**src/rtl/mem_channel_interface.sv**
```systemverilog
//==============================================================================
// Module      : mem_channel_interface
// Description : Multi-channel word-addressed storage. Requesters arbitrate
//               round-robin for a single shared port that accepts one access
//               per cycle. Reads are fully pipelined and return on a shared
//               rdata bus after RD_LATENCY cycles.
// Revision    : 1.0 - initial release
//------------------------------------------------------------------------------
// Ports:
//   clk     in   sole clock, rising edge
//   rst_n   in   asynchronous active-low reset
//   req     in   [NUM_CH]              per-channel access request
//   we      in   [NUM_CH]              per-channel write enable (1 = write)
//   addr    in   [NUM_CH*ADDR_WIDTH]   per-channel byte address
//   wdata   in   [NUM_CH*DATA_WIDTH]   per-channel write data
//   wstrb   in   [NUM_CH*DATA_WIDTH/8] per-channel byte strobes
//   gnt     out  [NUM_CH]              one-hot grant (combinational)
//   rvalid  out  [NUM_CH]              one-hot read-data-valid (registered)
//   rdata   out  [DATA_WIDTH]          shared read data (registered)
//   busy    out                        a read is in flight in the pipeline
// Configuration macro:
//   MEMIF_BYTE_STROBE_EN - when defined, writes update only strobed bytes;
//                          otherwise wstrb is ignored and whole words written.
//==============================================================================
`default_nettype none

module mem_channel_interface #(
   parameter int NUM_CH     = 2,
   parameter int DATA_WIDTH = 32,
   parameter int ADDR_WIDTH = 32,
   parameter int NUM_WORDS  = 128,
   parameter int RD_LATENCY = 1
) (
   input  logic                             clk,
   input  logic                             rst_n,
   input  logic [NUM_CH-1:0]                req,
   input  logic [NUM_CH-1:0]                we,
   input  logic [NUM_CH*ADDR_WIDTH-1:0]     addr,
   input  logic [NUM_CH*DATA_WIDTH-1:0]     wdata,
   input  logic [NUM_CH*(DATA_WIDTH/8)-1:0] wstrb,
   output logic [NUM_CH-1:0]                gnt,
   output logic [NUM_CH-1:0]                rvalid,
   output logic [DATA_WIDTH-1:0]            rdata,
   output logic                             busy
);

   localparam int c_STRB_W = DATA_WIDTH / 8;
   localparam int c_PTR_W  = (NUM_CH > 1) ? $clog2(NUM_CH) : 1;
   localparam int c_IDX_W  = (NUM_WORDS > 1) ? $clog2(NUM_WORDS) : 1;

   logic [c_PTR_W-1:0]    r_ptr;
   logic [c_PTR_W-1:0]    w_sel;
   logic [c_PTR_W-1:0]    w_cand;
   logic [c_PTR_W-1:0]    w_ptr_nxt;
   logic [NUM_CH-1:0]     w_gnt;
   logic                  w_any;

   logic                  w_we;
   logic [ADDR_WIDTH-1:0] w_addr;
   logic [DATA_WIDTH-1:0] w_wdata;
   logic [c_STRB_W-1:0]   w_wstrb;
   logic [c_IDX_W-1:0]    w_idx;
   logic                  w_wr_acc;
   logic                  w_rd_acc;
   logic                  w_busy;

   // Storage is deliberately left out of reset so contents survive it.
   logic [DATA_WIDTH-1:0] r_mem [NUM_WORDS];

   // Read pipeline: per-stage one-hot channel tag (all-zero = bubble) and data.
   // The last stage drives rvalid/rdata directly.
   logic [NUM_CH-1:0]     r_pipe_ch [RD_LATENCY];
   logic [DATA_WIDTH-1:0] r_pipe_d  [RD_LATENCY];

   // Round-robin search starting at the pointer, ascending with wrap.
   always_comb begin
      w_gnt  = '0;
      w_sel  = '0;
      w_cand = '0;
      w_any  = 1'b0;
      for (int k = 0; k < NUM_CH; k++) begin
         w_cand = c_PTR_W'((int'(r_ptr) + k) % NUM_CH);
         if (!w_any && req[w_cand]) begin
            w_any = 1'b1;
            w_sel = w_cand;
         end
      end
      // No grant may be issued while held in reset.
      if (!rst_n) begin
         w_any = 1'b0;
      end
      if (w_any) begin
         w_gnt[w_sel] = 1'b1;
      end
      w_ptr_nxt = c_PTR_W'((int'(w_sel) + 1) % NUM_CH);
   end

   assign gnt = w_gnt;

   // Steer the granted channel's request fields onto the shared port.
   always_comb begin
      w_we    = we[w_sel];
      w_addr  = addr[int'(w_sel)*ADDR_WIDTH +: ADDR_WIDTH];
      w_wdata = wdata[int'(w_sel)*DATA_WIDTH +: DATA_WIDTH];
      w_wstrb = wstrb[int'(w_sel)*c_STRB_W +: c_STRB_W];
   end

   // Word index: byte address >> 2, upper bits dropped (wrap-around).
   assign w_idx    = c_IDX_W'(w_addr >> 2);
   assign w_wr_acc = w_any & w_we;
   assign w_rd_acc = w_any & ~w_we;

   always_ff @(posedge clk) begin
      if (w_wr_acc) begin
`ifdef MEMIF_BYTE_STROBE_EN
         for (int b = 0; b < c_STRB_W; b++) begin
            if (w_wstrb[b]) begin
               r_mem[w_idx][b*8 +: 8] <= w_wdata[b*8 +: 8];
            end
         end
`else
         r_mem[w_idx] <= w_wdata;
`endif
      end
   end

   // Arbiter pointer and read pipeline. Memory is sampled on the accepting
   // edge, so any write committed on an earlier edge is already visible.
   always_ff @(posedge clk or negedge rst_n) begin
      if (!rst_n) begin
         r_ptr <= '0;
         for (int k = 0; k < RD_LATENCY; k++) begin
            r_pipe_ch[k] <= '0;
            r_pipe_d[k]  <= '0;
         end
      end else begin
         if (w_any) begin
            r_ptr <= w_ptr_nxt;
         end
         r_pipe_ch[0] <= w_rd_acc ? w_gnt : '0;
         if (w_rd_acc) begin
            r_pipe_d[0] <= r_mem[w_idx];
         end
         // Data only advances with a valid read so rdata holds between reads.
         for (int k = 1; k < RD_LATENCY; k++) begin
            r_pipe_ch[k] <= r_pipe_ch[k-1];
            if (|r_pipe_ch[k-1]) begin
               r_pipe_d[k] <= r_pipe_d[k-1];
            end
         end
      end
   end

   always_comb begin
      w_busy = 1'b0;
      for (int k = 0; k < RD_LATENCY; k++) begin
         w_busy = w_busy | (|r_pipe_ch[k]);
      end
   end

   assign rvalid = r_pipe_ch[RD_LATENCY-1];
   assign rdata  = r_pipe_d[RD_LATENCY-1];
   assign busy   = w_busy;

endmodule

`default_nettype wire

```
**config.mk**
```make
export PLATFORM = sky130hd
export DESIGN_NAME = mem_channel_interface
export DESIGN_NICKNAME = d
export VERILOG_FILES = /design/src/rtl/mem_channel_interface.sv
export SDC_FILE = /design/constraint.sdc
export NUM_CORES = 2
export LEC_CHECK = 0
export BUFFER_PORTS_ARGS = -buffer_cell sky130_fd_sc_hd__clkbuf_2
export CAP_MARGIN = 0
export CORE_UTILIZATION = 40
export CTS_CLUSTER_DIAMETER = 200
export CTS_CLUSTER_SIZE = 20
export DETAILED_ROUTE_END_ITERATION = 10
export PLACE_DENSITY = 0.64
export SYNTH_ARGS = -nofsm -noshare
export SYNTH_HDL_FRONTEND = slang
export SYNTH_SLANG_ARGS = --single-unit
```
**constraint.sdc**
```tcl
create_clock -name clk -period 9.18 [get_ports clk]
set_input_delay 1.377 -clock clk [delete_from_list [all_inputs] [get_ports clk]]
set_output_delay 1.377 -clock clk [all_outputs]
set_load 0.01 [all_outputs]
```
# Word level (Yosys, flattened, before mapping)
# Memories as Yosys holds them, arrays and structs flattened. A register that Yosys moved wholly into a read port is not among the register bits.
# Index checks and enable logic that the tools add are counted.
# word_totals
ff_bits	3
mem_bits_rw	4096
input_bits	142
out_inout_bits	37
word_cells	36
mem_count	1
# classes
n_addsub	2
magnitude_cmp	4
n_shift	2
n_mux	17
bitwise_logic	3
reduce_logical	5
# mem_list
memory	depth	width	read_ports	rd_clocked_by_memory_dff	write_ports	line	source
r_mem	128	32	1	1	1	68	logic [DATA_WIDTH-1:0] r_mem [NUM_WORDS];
# ops
operator	n
$shiftx A64 B7 Y32	1
$shiftx A64 B7 Y9	1
$mux W1	14
$lt A1 B2 Y1 const B	3
$mux W2	2
$add A1 B1 Y1 const B	2
$and A1 B1 Y1	2
$logic_and A1 B1 Y1	2
$logic_not A1 Y1	2
$reduce_or A2 Y1	1
$demux W1 S1	1
$ge A1 B1 Y1 const B	1
$not A1 Y1	1

# Depth between registers and ports, before layout
# logic_depth
depth_word	12
ltp_mapped	13
depth_no_buf	8

# Least setup slack after synthesis
# Ideal clock, no wire load.
# synth_timing
kind	input-to-reg
startpoint	in req[0]
endpoint	mem r_mem[83][0] (enable)
setup_time_ns	0.432
t_arrival_ns	4.814
required_ns	8.748
setup_slack_ns	3.934
path_stages	10
n_path_buf	4
path_cell_list	nor2b_1 > buf_2 > nor2_1 > clkbuf_1 > nand3b_1 > nand2_1 > buf_2 > buf_2 > nand3b_1 > a21oi_1
# synth_via
elab_chain_cells	11
# synth_lines
item	line	source
start: declaration	36	input logic [NUM_CH-1:0] req,
branches (longest 11 deep; another with $shiftx A64 B7 Y9)	-	
end: declaration	68	
# Parallel ways; which one is timed is not known. The select of a mux whose other input is x is not followed.

# Worst setup path after layout
# layout_timing
startpoint	in req[0]
endpoint	reg r_pipe_d, in the netlist rdata[16], read port of r_mem
# layout_via
elab_chain_cells	10
# layout_lines
item	line	source
branches (longest 10 deep; another with $shiftx A64 B7 Y9)	-	
end: declaration	73	logic [DATA_WIDTH-1:0] r_pipe_d [RD_LATENCY];
# Parallel ways; which one is timed is not known. The select of a mux whose other input is x is not followed.
# A chain may end at the register's enable or synchronous reset.

==> impl_summary.md <==
GRT
The pin count of the biggest net entering global routing is 169. The total routing resource utilization after global routing is 0.238. The number of global-route vias before repair is 97900. The number of antenna violations at the first check in global routing is 44. The total grt overflow is 0. The first-pass GRT wire length is 720000 µm.

Timing
For the final routed database, the setup TNS stands at 0 ps. Timing would allow up to 166 MHz. Across all hold checks on the routed design, the worst slack comes to a little over 500 ps. Setup repair after global routing left no endpoint under its margin. The setup slack after layout is approximately 3200 ps. For the final database, setup skew stands at 113 ps. The total setup violations reported at the end of the flow is 0. The final cycle utilization of the critical path is 0.656.

The headroom to the max-slew limit is 0.0731. The post-route minimum period is around 6000 ps. The number of hold violations in the final report is 0.

The max-slew violation total from the final report is 0. At the pin with the least slew margin, the transition time is 1360 ps.

Floorplanning
The floorplan has roughly 240 rows. The I/O pin count is 179. The initial standard-cell utilization of the core is 0.402. The die area is 415000 µm². After floorplanning, the core was sized to cover 410000 µm². The die span in x is 644 µm. The die span in y is 644 µm.

Setup path
The critical path data arrival time is 6870 ps. Data on the critical path is required at its endpoint by 10030 ps. The slowest cell on the critical path is sky130_fd_sc_hd__nor4_1. For flop-to-flop paths, the worst setup slack is 3160 ps. The startpoint kind of the worst setup timing path is an input port.

The critical path in this run is classified as in -> reg. Of all nets on the critical path, the largest fanout is 82. The length in cells of the worst reg-to-reg path is 9. On the worst path, the slowest cell contributes a delay of 1030 ps. The kind of end point of the critical path is a register. The critical path goes through clkbuf_2 > nand2b_4 > nand2_8 > a21oi_4 > buf_4 > or2_2 > o22ai_1 > nor4_1 > o21ai_1 > o32a_1. The worst reg2reg path startpoint is r_ptr$_DFFE_PN0P_. The endpoint identified for the worst register-to-register timing path is rdata[16]$_DFFE_PN0P_.

Synth
The sequential fraction of the synthesis area is 0.750. The number of synthesized flops with an enable pin is 4096. In the post-synthesis netlist, the biggest area contributors are sky130_fd_sc_hd__edfxtp_1 75%, sky130_fd_sc_hd__a22oi_1 4.4%, sky130_fd_sc_hd__nand2b_1 2.0%. The gate count of the mapped netlist is 10700. For this run, the number of Yosys warnings is 0.

The count of cell types in the netlist is 63. The most used flip-flop cell after synthesis is sky130_fd_sc_hd__edfxtp_1. In this run the cell area of the synthesized design comes to 165000 µm². The synthesized net count is ~11000. Summed over all instances, the cell type with the most area after synthesis is sky130_fd_sc_hd__edfxtp_1.

After synthesis the netlist holds a flip-flop and latch count of between 4000 and 5000. The share of synthesized area in the top cell type comes to 0.745. The average cell area after synthesis is roughly 15 µm². For this run, asynchronously set or reset flops after synthesis account for 0.00847.

Layout
At the end of the flow the core is filled with cells to 0.438. The synthesis-to-finish area growth is 8.80%. The ratio of cells with drive above 1 in the final layout is 0.0914.

The number of fillers in the final layout is around 35000. The layout net count is 10600.

Route
The routed design has 514000 µm of wire. The count of nets left with antenna violations once routing finished came out at 0. The first TritonRoute pass finished after 11 iterations. The post-detailed-route wirelength per cell is 32.1 µm.

The residual DRC count is 3. The number of violations reported at the end of detailed-routing iteration 0 is roughly 16000. The via count normalized by instance count is 6.41.

The final route contains 103000 vias.

Clock network
The maximum clock path buffer count is 4. The H-tree was split into 4 levels. The number of buffers inserted during clock tree synthesis is 228.

Post-CTS timing repair inserted 0 buffers for setup. The tree is rooted in a sky130_fd_sc_hd__clkbuf_16. Clock latency on the worst-skew pair, taken at its later pin, is 980 ps. The clock net in this run drives a total of 4131 sinks.

The number of gates resized after CTS was 0. The cts-stage hold buffer count is 0. TritonCTS built the clock tree.

The clock edge transition at the registers on the reported setup and hold paths is 80 ps.

Placed design
The pre-CTS setup slack is between 2000 and 2500 ps. The sum of net half-perimeters after detailed placement is 280000 µm. In this run the tool buffered the top-level ports with 120 buffer cells. The congestion estimate from routability-driven global placement came to 0.860.

Power and ir drop
In this run the power density over the cells is roughly 200 nW/µm². Summed over all cells, the static leakage comes to approximately 54 nW. The largest vdd supply drop is 0.159 mV.

Run status
The run finished, with violations left. The final reports fail on design-rule violations.

Flow run
The total of max-cap violations is 0.

Hold path
The worst hold path belongs to the class in -> async.
-- metal layers --
layer  track usage  up-vias  routed length (µm)
li1              -    42500                   -
met2         0.372     6546              235000
met4         0.120       10               28800
met3        0.0453     1009               56800
met5             0        -                  78
met1         0.319    52700              193000
-- worst max-delay path: cells and delay by family --
| family | cells | cell delay [ps] |
|---|---|---|
| simple gates | 4 | 2860 |
| buf+inv | 2 | 570 |
| compound gates | 4 | 1920 |
-- registers in the layout (all words and copies together) (netlist names) --
signal / count
r_mem: 4096
rdata: 32
rvalid: 2
r_ptr: 1
-- worst max-delay path by stage --
stage / endpoint / slack, ps / startpoint
final: rdata[16]$_DFFE_PN0P_ / 3160 / req[0]
after global routing: rdata[16]$_DFFE_PN0P_ / 3200 / r_ptr$_DFFE_PN0P_
after CTS: rdata[3]$_DFFE_PN0P_ / 3310 / r_ptr$_DFFE_PN0P_
after detailed placement: rdata[3]$_DFFE_PN0P_ / 2340 / req[0]
after global placement: rdata[3]$_DFFE_PN0P_ / 2410 / req[0]
after floorplan: r_mem[83][0]$_DFFE_PP_ / 3930 / req[0]
-- through the flow --
stage	instances	area, µm²	total power [W]
final	16000	180000	0.0354
after global routing	16000	180000	0.0361
after CTS	16000	180000	0.0353
after detailed placement	15700	173000	0.0253
after global placement	15700	173000	0.0252
after floorplan	10700	165000	0.0236
-- kinds of logic after synthesis --
family / after synthesis / share of synthesized area
mux: 328 / 0.0210
buf+inv: 900 / 0.0222
simple gates: 2016 / 0.0590
flops: 4131 / 0.750
compound gates: 3316 / 0.147
-- synth_stat cells, drive strengths merged (241+ instances only) --
library cell,n
a211oi,259
nand3,516
buf,243
nand2,609
edfxtp,4096
a21boi,287
nand2b,517
a31oi,241
o21ai,297
nor2,292
mux2i,314
a22oi,969
clkbuf,652
a21oi,246
-- power breakdown --
| part | switching, W | total (W) | internal (W) | leakage, nW |
|---|---|---|---|---|
| clock network | 0.00588 | 0.0104 | 0.00456 | 2.98 |
| registers | 0.000109 | 0.0213 | 0.0211 | 37.3 |
| logic | 0.00280 | 0.00365 | 0.000848 | 13.7 |
| total | 0.00879 | 0.0354 | 0.0266 | 54.0 |
-- layout by cell type, fill, tap and decap left out, types with 19 or more instances in the layout --
cell / count
sky130_fd_sc_hd__a2111oi_0: 113
sky130_fd_sc_hd__a211oi_1: 258
sky130_fd_sc_hd__a21boi_0: 273
sky130_fd_sc_hd__a21oi_1: 240
sky130_fd_sc_hd__a221oi_1: 92
sky130_fd_sc_hd__a22o_1: 92
sky130_fd_sc_hd__a22oi_1: 969
sky130_fd_sc_hd__a311oi_1: 128
sky130_fd_sc_hd__a31oi_1: 240
sky130_fd_sc_hd__a32oi_1: 128
sky130_fd_sc_hd__a41oi_1: 54
sky130_fd_sc_hd__buf_12: 34
sky130_fd_sc_hd__buf_4: 293
sky130_fd_sc_hd__clkbuf_1: 73
sky130_fd_sc_hd__clkbuf_16: 229
sky130_fd_sc_hd__clkbuf_2: 117
sky130_fd_sc_hd__dfrtp_1: 35
sky130_fd_sc_hd__diode_2: 19
sky130_fd_sc_hd__edfxtp_1: 4096
sky130_fd_sc_hd__mux2i_1: 314
sky130_fd_sc_hd__nand2_1: 561
sky130_fd_sc_hd__nand2_4: 36
sky130_fd_sc_hd__nand2b_1: 516
sky130_fd_sc_hd__nand3_1: 515
sky130_fd_sc_hd__nor2_1: 155
sky130_fd_sc_hd__nor2_4: 119
sky130_fd_sc_hd__nor4_1: 34
sky130_fd_sc_hd__o2111ai_1: 24
sky130_fd_sc_hd__o211ai_1: 32
sky130_fd_sc_hd__o21a_1: 135
sky130_fd_sc_hd__o21ai_0: 281
sky130_fd_sc_hd__o22ai_1: 65
sky130_fd_sc_hd__o41ai_1: 32
-- final cells by class --
type | count | area (µm²) | area share
antenna | 19 | 47.5 | 0.000265
sequential | 4131 | 124000 | 0.690
tap | 5451 | 6820 | 0.0380
clock buffer | 302 | 6000 | 0.0334
clock inverter | 12 | 153 | 0.000850
inverter | 5 | 26.3 | 0.000146
multi-input combinational | 5660 | 39200 | 0.218
timing repair buffer | 447 | 3510 | 0.0195
Note: power is estimated with default switching activity, not from simulation.
